[src/rtl/ram_bist_pkg.sv]
// Shared types for the RAM BIST sequencer: FSM state encoding and the address-derived test pattern.
package ram_bist_pkg;

    typedef enum logic [2:0] {
        IDLE,
        WRITE,
        RD_ADDR,
        RD_WAIT,
        DONE
    } state_t;

    // Pattern is the address itself; the caller zero-extends or truncates to the data width.
    function automatic logic [31:0] pat(input logic [31:0] a, input logic inv);
        return inv ? ~a : a;
    endfunction

endpackage

[src/rtl/ram_bist_pattern.sv]
// Combinational pattern generator: address (optionally inverted) mapped onto the RAM data width.
module ram_bist_pattern #(
    parameter int ADDR_W = 3,
    parameter int DATA_W = 4
) (
    input  logic [ADDR_W-1:0] addr,
    input  logic              inv,
    output logic [DATA_W-1:0] data
);
    import ram_bist_pkg::*;

    assign data = DATA_W'(pat(32'(addr), inv));

endmodule

[src/rtl/ram_bist_ctrl.sv]
// Purpose: RAM BIST sequencer - writes address pattern, reads back, compares; RAM_BIST_INV_PASS_EN adds an inverted pass.
// Latency: start edge to done = 1 + DEPTH*WR_HOLD + DEPTH*(RD_LAT+1) cycles per pass.
// Backpressure: none; start is ignored while busy, the RAM is assumed always ready.
module ram_bist_ctrl #(
    parameter int ADDR_W  = 3,
    parameter int DATA_W  = 4,
    parameter int DEPTH   = 8,
    parameter int WR_HOLD = 2,
    parameter int RD_LAT  = 1
) (
    input  logic              clk,
    input  logic              rst,
    input  logic              start,
    output logic              busy,
    output logic              done,
    output logic              pass,
    output logic [ADDR_W-1:0] fail_addr,
    output logic              mem_set,
    output logic              mem_wr,
    output logic [ADDR_W-1:0] mem_addr,
    output logic [DATA_W-1:0] mem_data_in,
    input  logic [DATA_W-1:0] mem_data_out
);
    import ram_bist_pkg::*;

    localparam int CNT_MAX = (WR_HOLD > RD_LAT) ? WR_HOLD : RD_LAT;
    localparam int CNT_W   = (CNT_MAX > 1) ? $clog2(CNT_MAX) : 1;
    localparam logic [ADDR_W-1:0] LAST    = ADDR_W'(DEPTH - 1);
    localparam logic [CNT_W-1:0]  WR_END  = CNT_W'(WR_HOLD - 1);
    localparam logic [CNT_W-1:0]  LAT_END = CNT_W'(RD_LAT - 1);

    state_t            state, state_n;
    logic [ADDR_W-1:0] addr, addr_n;
    logic [CNT_W-1:0]  cnt, cnt_n;
    logic              done_n, pass_n;
    logic [ADDR_W-1:0] fail_addr_n;
    logic              inv;
    logic              cmp_now;
    logic              mismatch;
    logic [DATA_W-1:0] pat_dat;

    ram_bist_pattern #(
        .ADDR_W (ADDR_W),
        .DATA_W (DATA_W)
    ) u_pattern (
        .addr (addr),
        .inv  (inv),
        .data (pat_dat)
    );

`ifdef RAM_BIST_INV_PASS_EN
    logic inv_n;

    always_ff @(posedge clk or posedge rst) begin
        if (rst) inv <= 1'b0;
        else     inv <= inv_n;
    end
`else
    assign inv = 1'b0;
`endif

    always_ff @(posedge clk or posedge rst) begin
        if (rst) begin
            state     <= IDLE;
            addr      <= '0;
            cnt       <= '0;
            done      <= 1'b0;
            pass      <= 1'b0;
            fail_addr <= '0;
        end else begin
            state     <= state_n;
            addr      <= addr_n;
            cnt       <= cnt_n;
            done      <= done_n;
            pass      <= pass_n;
            fail_addr <= fail_addr_n;
        end
    end

    // Read data is judged on the last cycle of the read latency window (RD_ADDR itself when RD_LAT=0).
    assign cmp_now  = ((state == RD_ADDR) && (RD_LAT == 0)) ||
                      ((state == RD_WAIT) && (cnt == LAT_END));
    assign mismatch = (mem_data_out != pat_dat);

    always_comb begin
        state_n     = state;
        addr_n      = addr;
        cnt_n       = cnt;
        done_n      = done;
        pass_n      = pass;
        fail_addr_n = fail_addr;
`ifdef RAM_BIST_INV_PASS_EN
        inv_n       = inv;
`endif
        case (state)
            IDLE, DONE: begin
                if (start) begin
                    state_n     = WRITE;
                    addr_n      = '0;
                    cnt_n       = '0;
                    done_n      = 1'b0;
                    pass_n      = 1'b0;
                    fail_addr_n = '0;
`ifdef RAM_BIST_INV_PASS_EN
                    inv_n       = 1'b0;
`endif
                end
            end
            WRITE: begin
                if (cnt == WR_END) begin
                    cnt_n = '0;
                    if (addr == LAST) begin
                        addr_n  = '0;
                        state_n = RD_ADDR;
                    end else begin
                        addr_n = addr + ADDR_W'(1);
                    end
                end else begin
                    cnt_n = cnt + CNT_W'(1);
                end
            end
            RD_ADDR: begin
                if (RD_LAT != 0) begin
                    state_n = RD_WAIT;
                    cnt_n   = '0;
                end
            end
            RD_WAIT: begin
                if (!cmp_now) cnt_n = cnt + CNT_W'(1);
            end
            default: state_n = IDLE;
        endcase

        if (cmp_now) begin
            if (mismatch) begin
                fail_addr_n = addr;
                pass_n      = 1'b0;
                done_n      = 1'b1;
                state_n     = DONE;
            end else if (addr == LAST) begin
`ifdef RAM_BIST_INV_PASS_EN
                if (!inv) begin
                    inv_n   = 1'b1;
                    addr_n  = '0;
                    cnt_n   = '0;
                    state_n = WRITE;
                end else begin
                    pass_n  = 1'b1;
                    done_n  = 1'b1;
                    state_n = DONE;
                end
`else
                pass_n  = 1'b1;
                done_n  = 1'b1;
                state_n = DONE;
`endif
            end else begin
                addr_n  = addr + ADDR_W'(1);
                state_n = RD_ADDR;
            end
        end
    end

    assign busy        = (state == WRITE) || (state == RD_ADDR) || (state == RD_WAIT);
    assign mem_set     = busy;
    assign mem_wr      = (state == WRITE);
    assign mem_addr    = busy ? addr : '0;
    assign mem_data_in = mem_wr ? pat_dat : '0;

endmodule

[config.mk]
export PLATFORM = sky130hd
export DESIGN_NAME = ram_bist_ctrl
export DESIGN_NICKNAME = d
export VERILOG_FILES = /design/src/rtl/ram_bist_pkg.sv /design/src/rtl/ram_bist_pattern.sv /design/src/rtl/ram_bist_ctrl.sv
export SDC_FILE = /design/constraint.sdc
export NUM_CORES = 1
export LEC_CHECK = 0
export CORE_UTILIZATION = 44
export CTS_CLUSTER_SIZE = 12
export DETAILED_ROUTE_END_ITERATION = 8
export PLACE_DENSITY = 0.79
export SLEW_MARGIN = 30
export SYNTH_ARGS = -nofsm -noshare
export SYNTH_HDL_FRONTEND = slang
export SYNTH_SLANG_ARGS = --single-unit
[constraint.sdc]
create_clock -name clk -period 2 [get_ports clk]
set_input_delay 0.3 -clock clk [delete_from_list [all_inputs] [get_ports clk]]
set_output_delay 0.3 -clock clk [all_outputs]
set_load 0.005 [all_outputs]
# Word level (Yosys, flattened, before mapping)
# Index checks and enable logic that the tools add are counted.
# Widths: inputs -> output; s select.
[word_totals]
regBits = 12
latchBits = 0
ramBits = 0
romBits = 0
in_bits = 7
output_inout_bits = 15
word_cells = 63
memories = 0
[op_classes]
n_addsub = 2
mul = 0
div_mod_pow = 0
n_lt_le_gt_ge = 0
eq_ne = 12
n_shift = 0
n_mux = 34
bitwise_logic = 1
reduce_logical = 8
[ops]
columns = ["cell", "n"]
rows = [
  ["$mux 3", 18],
  ["$mux 1", 13],
  ["$pmux 3 s4", 1],
  ["$eq 3x2->1 const B", 2],
  ["$eq 3x3->1 const B", 2],
  ["$ne 2x2->1 const B", 3],
  ["$ne 3x1->1 const B", 2],
  ["$pmux 3 s2", 1],
  ["$ne 4x3->1", 1],
  ["$pmux 1 s4", 1],
  ["$reduce_and 4->1", 1],
  ["$reduce_bool 4->1", 1],
  ["$add 3x1->3 const B", 1],
  ["$eq 3x1->1 const B", 1],
  ["$logic_not 3->1", 1],
  ["$ne 3x3->1 const B", 1],
  ["$reduce_and 3->1", 1],
  ["$logic_or 1x1->1", 2],
  ["$reduce_or 2->1", 1],
  ["$add 1x1->1 const B", 1],
  ["$logic_and 1x1->1", 1],
  ["$not 1->1", 1],
]

# Logic depth before layout (Yosys ltp)
[depth]
ltp_word = 7
depth_mapped = 5

# By module
# From an unflattened synthesis, not the netlist that was laid out.
[hier_totals]
cells_unflattened = 84
hier_area_um2 = 782.0
[modules_own_cells]
columns = ["module", "instances", "cells_each", "area_each_um2", "seq_area_each_um2"]
rows = [
  ["ram_bist_ctrl", 1, 80, 748.2, 300.3],
  ["ram_bist_pattern", 1, 4, 33.8, 0.0],
]

# Worst setup path before layout
# No wires, ideal clock.
[synth_timing]
path_type = "register -> register"
start = "register addr[2]"
end = "register addr[0]"
t_arrival_ps = 1628
t_required_ps = 1875
path_slack_ps = 248
path_stages_with_launch = 6
n_path_buf = 1
cell_sequence = "dfrtp_1 xor2_1 or4_1 buf_2 o22a_1 mux2_2"
[synth_via]
elab_chain_len = 7
elab_cells_between_ends = 8
[synth_rtl]
columns = ["element", "line_no", "rtl"]
rows = [
  ["from (decl)", "ram_bist_ctrl.sv:33", "logic [ADDR_W-1:0] addr, addr_n;"],
  ["from (signal assigned)", "ram_bist_ctrl.sv:72", "addr <= addr_n;"],
  ["$eq 3x3->1", "ram_bist_ctrl.sv:112, ram_bist_ctrl.sv:140", ""],
  ["$mux 3", "ram_bist_ctrl.sv:112", "if (addr == LAST) begin"],
  ["$mux 3", "ram_bist_ctrl.sv:110", "if (cnt == WR_END) begin"],
  ["$pmux 3 s2", "ram_bist_ctrl.sv:95", "case (state)"],
  ["$mux 3", "ram_bist_ctrl.sv:140", "end else if (addr == LAST) begin"],
  ["$mux 3", "ram_bist_ctrl.sv:135", "if (mismatch) begin"],
  ["$mux 3 (*)", "ram_bist_ctrl.sv:134", "if (cmp_now) begin"],
  ["net addr_n[0]", "ram_bist_ctrl.sv:33", ""],
]
# Mark *: on every way through the listed nets, which the timed path passes. The rest lies on a longest branch.
# A chain may end at the register's enable or synchronous reset.

# Final worst setup path
[layout_timing]
start = "register state[2]"
end = "output mem_addr[2]"
[layout_via]
elab_chain_len = 4
elab_cells_between_ends = 6
[layout_rtl]
columns = ["element", "line_no", "rtl"]
rows = [
  ["from (decl)", "ram_bist_ctrl.sv:32", "state_t state, state_n;"],
  ["from (signal assigned)", "ram_bist_ctrl.sv:71", "state <= state_n;"],
  ["$eq 3x1->1 or $eq 3x2->1 (tied branches)", "ram_bist_ctrl.sv:164", "assign busy = (state == WRITE) || (state == RD_ADDR) || (state == RD_WAIT);"],
  ["$logic_or 1x1->1", "ram_bist_ctrl.sv:164", ""],
  ["$logic_or 1x1->1 (*)", "ram_bist_ctrl.sv:164", ""],
  ["$mux 3 (*)", "ram_bist_ctrl.sv:167", "assign mem_addr = busy ? addr : '0;"],
  ["to (decl)", "ram_bist_ctrl.sv:20", "output logic [ADDR_W-1:0] mem_addr,"],
]
# Mark *: on every way between the ends. The rest lies on a longest branch, timed or not.

==> reports/metrics.cfg <==
[synthesis]
mappedNetlistArea_um2=689
synth.ff_latch_count=12
synth_seq_area_share_pct=43.6
cell_count_after_synthesis=75
yosys.cell_count.top_type=sky130_fd_sc_hd__dfrtp_1
synthesis.area_per_instance_um2=9.19
synth_top_cells_by_area=sky130_fd_sc_hd__dfrtp_1 44%, sky130_fd_sc_hd__mux2i_1 5.8%, sky130_fd_sc_hd__nand2_1 5.4%
post_synth_top_area_cell=sky130_fd_sc_hd__dfrtp_1
synth_async_sr_flop_share_pct=100
synth-warning-count=0
ys_dominant_reg_cell=sky130_fd_sc_hd__dfrtp_1
netlist-cell-type-count=28
yosysTopAreaCellShare_pct=43.6
syn_nets=84
number_of_synthesized_flops_with_an_enable_pin=0
synth_common_cells=12 x sky130_fd_sc_hd__dfrtp_1, 10 x sky130_fd_sc_hd__nand2_1, 6 x sky130_fd_sc_hd__nor2_1

[final_layout]
diodes=0
layout-drive-gt1-share_pct=17.2
nets=110
fin_util_pct=70.7
instances_no_fill=114
final_cell_area_um2=977
flow.area_growth_from_synthesis_pct=41.7

[global_route]
gr-total-overflow=0
antenna_found_initial=0
vias_in_the_first_global_route=590
grt_max_degree=13
grt_pass1_wl_um=2660
grt_util_all_layers_pct=20.2

[clock_network]
cts_hold_buf=0
cts_htree_levels=1
clk_latency_ps=260
tritoncts=built
clock_sinks=12
cts_buffer_depth=2
cts_inserted_buffers=3
path_clk_slew_ps=70
clock-root-buffer=sky130_fd_sc_hd__clkbuf_4

[die]
fp.dieH_um=41.6
coreArea_mm2=0.00138
num_io_pins=22
row_count=13
design.die.area_mm2=0.00173
start_util_pct=49.9
die_width_um=41.6

[routing]
drc_violation_count_after_routing=0
postRouteWirelength_um=1610
drt_iter0_drc=14
drt.antenna.violating_nets=0
wl_per_cell_um=14.2
routed_via_count=629
vias_per_cell=5.52
firstDrtPassIters=4

[power]
p_leak_uw=0.000499
power.share.clock_pct=9.9
switching_share_pct=35.9
comb_power_share_pct=58.9
power.switching_uw=511
power.density_cell_area_mw_per_mm2=1460
ir_drop_uv=968
p_int_uw=913
p_seq_share_pct=31.2
report.power.total_uw=1420

[placed_design]
portBuffers=20
placed_cells=107
placedInstanceArea_um2=896
gpl.final_weighted_congestion=0.744
place.detailed.hpwl_um=1130

[sta]
unrepaired_setup_endpoints_after_global_routing=false
finalHoldViolations=0
final.period_utilization_pct=96.0
period_minus_slack_ps=1920
slew_violations=0
max_clock_freq_mhz=521
count_of_endpoints_failing_setup_in_the_final_report=0
finalClockSkew_ps=1.79

[setup_path]
critical_path.max_fanout=7
worstSetupEndpointType=primary output
cp-start-kind=register
cp_data_required_time_ps=1700
path_class=reg -> out
ff2ff_path_depth=5
arrival_ps=1620

[flow_run]
cap_viol_max_count=0

[min_path]
min-delay-path-class=in -> async

[outcome]
run_status=finished clean

[logic make-up after synthesis]
family	synth area share, %
AOI/OAI and AO/OA	12.3
xor gates and xnor gates	3.81
adders and majority gates	3.63
buffers and inverters	7.80
DFF	43.6
muxes	7.44
other	0.544
and+or+nand+nor	20.9
[worst max-delay path, cell delays in order (launching register included)]
cell                              delay [ps]
sky130_fd_sc_hd__dfrtp_2                 430
sky130_fd_sc_hd__buf_4                   170
sky130_fd_sc_hd__nor3_1                  210
sky130_fd_sc_hd__clkdlybuf4s50_1         540
[power by group through the flow]
stage          combinational (µW)  sequential [µW]  clock (µW)
6_report                      839              444         141
5_1_grt                       938              458         156
4_1_cts                       813              437         145
3_5_place_dp                  776              448           0
3_3_place_gp                  762              447           0
2_1_floorplan                 423              414           0
[cells in the final DEF, fill, tap and decap left out, drive strengths merged]
cell type       n
clkdlybuf4s50  17
dfrtp          12
nand2          10
buf             7
nor2            6
inv             5
mux2i           4
xor2            3
o21ai           3
clkbuf          3
dlymetal6s2s    3
nor3            3
nand3b          2
nand3           2
nor2b           2
a22o            2
ha              2
nor4bb          1
or4             1
nor3b           1
nand2b          1
o22a            1
o22ai           1
mux2            1
a21boi          1
a31oi           1
o211a           1
a21oi           1
o32ai           1
conb            1
[layer usage]
layer  share of wire (%)  global-route usage (%)  up-vias
li1                    -                       -      300
met1                  43                    24.9      308
met2                  51                    33.8       19
met3                 5.0                    6.52        2
met4                0.93                    5.81        0
met5                   0                       0        -
[final cells by class]
cell class,count,area (µm²)
multi-input cells,52,354
flip-flops and latches,12,303
clock buffers,3,22.5
repair buffers,27,260
well taps,15,18.8
fillers,118,405
inverters,5,18.8
[per-stage QoR]
step	TNS, ps	hold slack, ps	setup WS (ps)
2_1_floorplan	0	165	248
3_3_place_gp	-231	490	-55.0
3_5_place_dp	-505	491	-95.6
4_1_cts	0	346	18.0
5_1_grt	0	405	30.0
6_report	0	336	79.5
[worst paths after layout]
| path | from | end | slack (ps) |
|---|---|---|---|
| setup / recovery | state[2] | mem_addr[2] | 80 |
| hold / removal | rst | done | 340 |
| setup reg to reg | state[2] | addr[0] | 120 |
| hold reg to reg | done | done | 500 |
| max in group asynchronous | rst | state[1] | 1330 |
| min in group clk | done | done | 500 |
[registers in the layout (all words and copies together) (netlist names)]
register,flops
state,3
done,1
cnt,1
fail_addr,3
pass,1
addr,3
[timing repair]
action,in CTS,in global routing
endpoints found under the setup margin,4,8
endpoints found under the hold margin,0,0
pin swaps,0,1
gates resized for setup,2,8
setup buffers,2,2
Power figures use the tool's default switching activity.
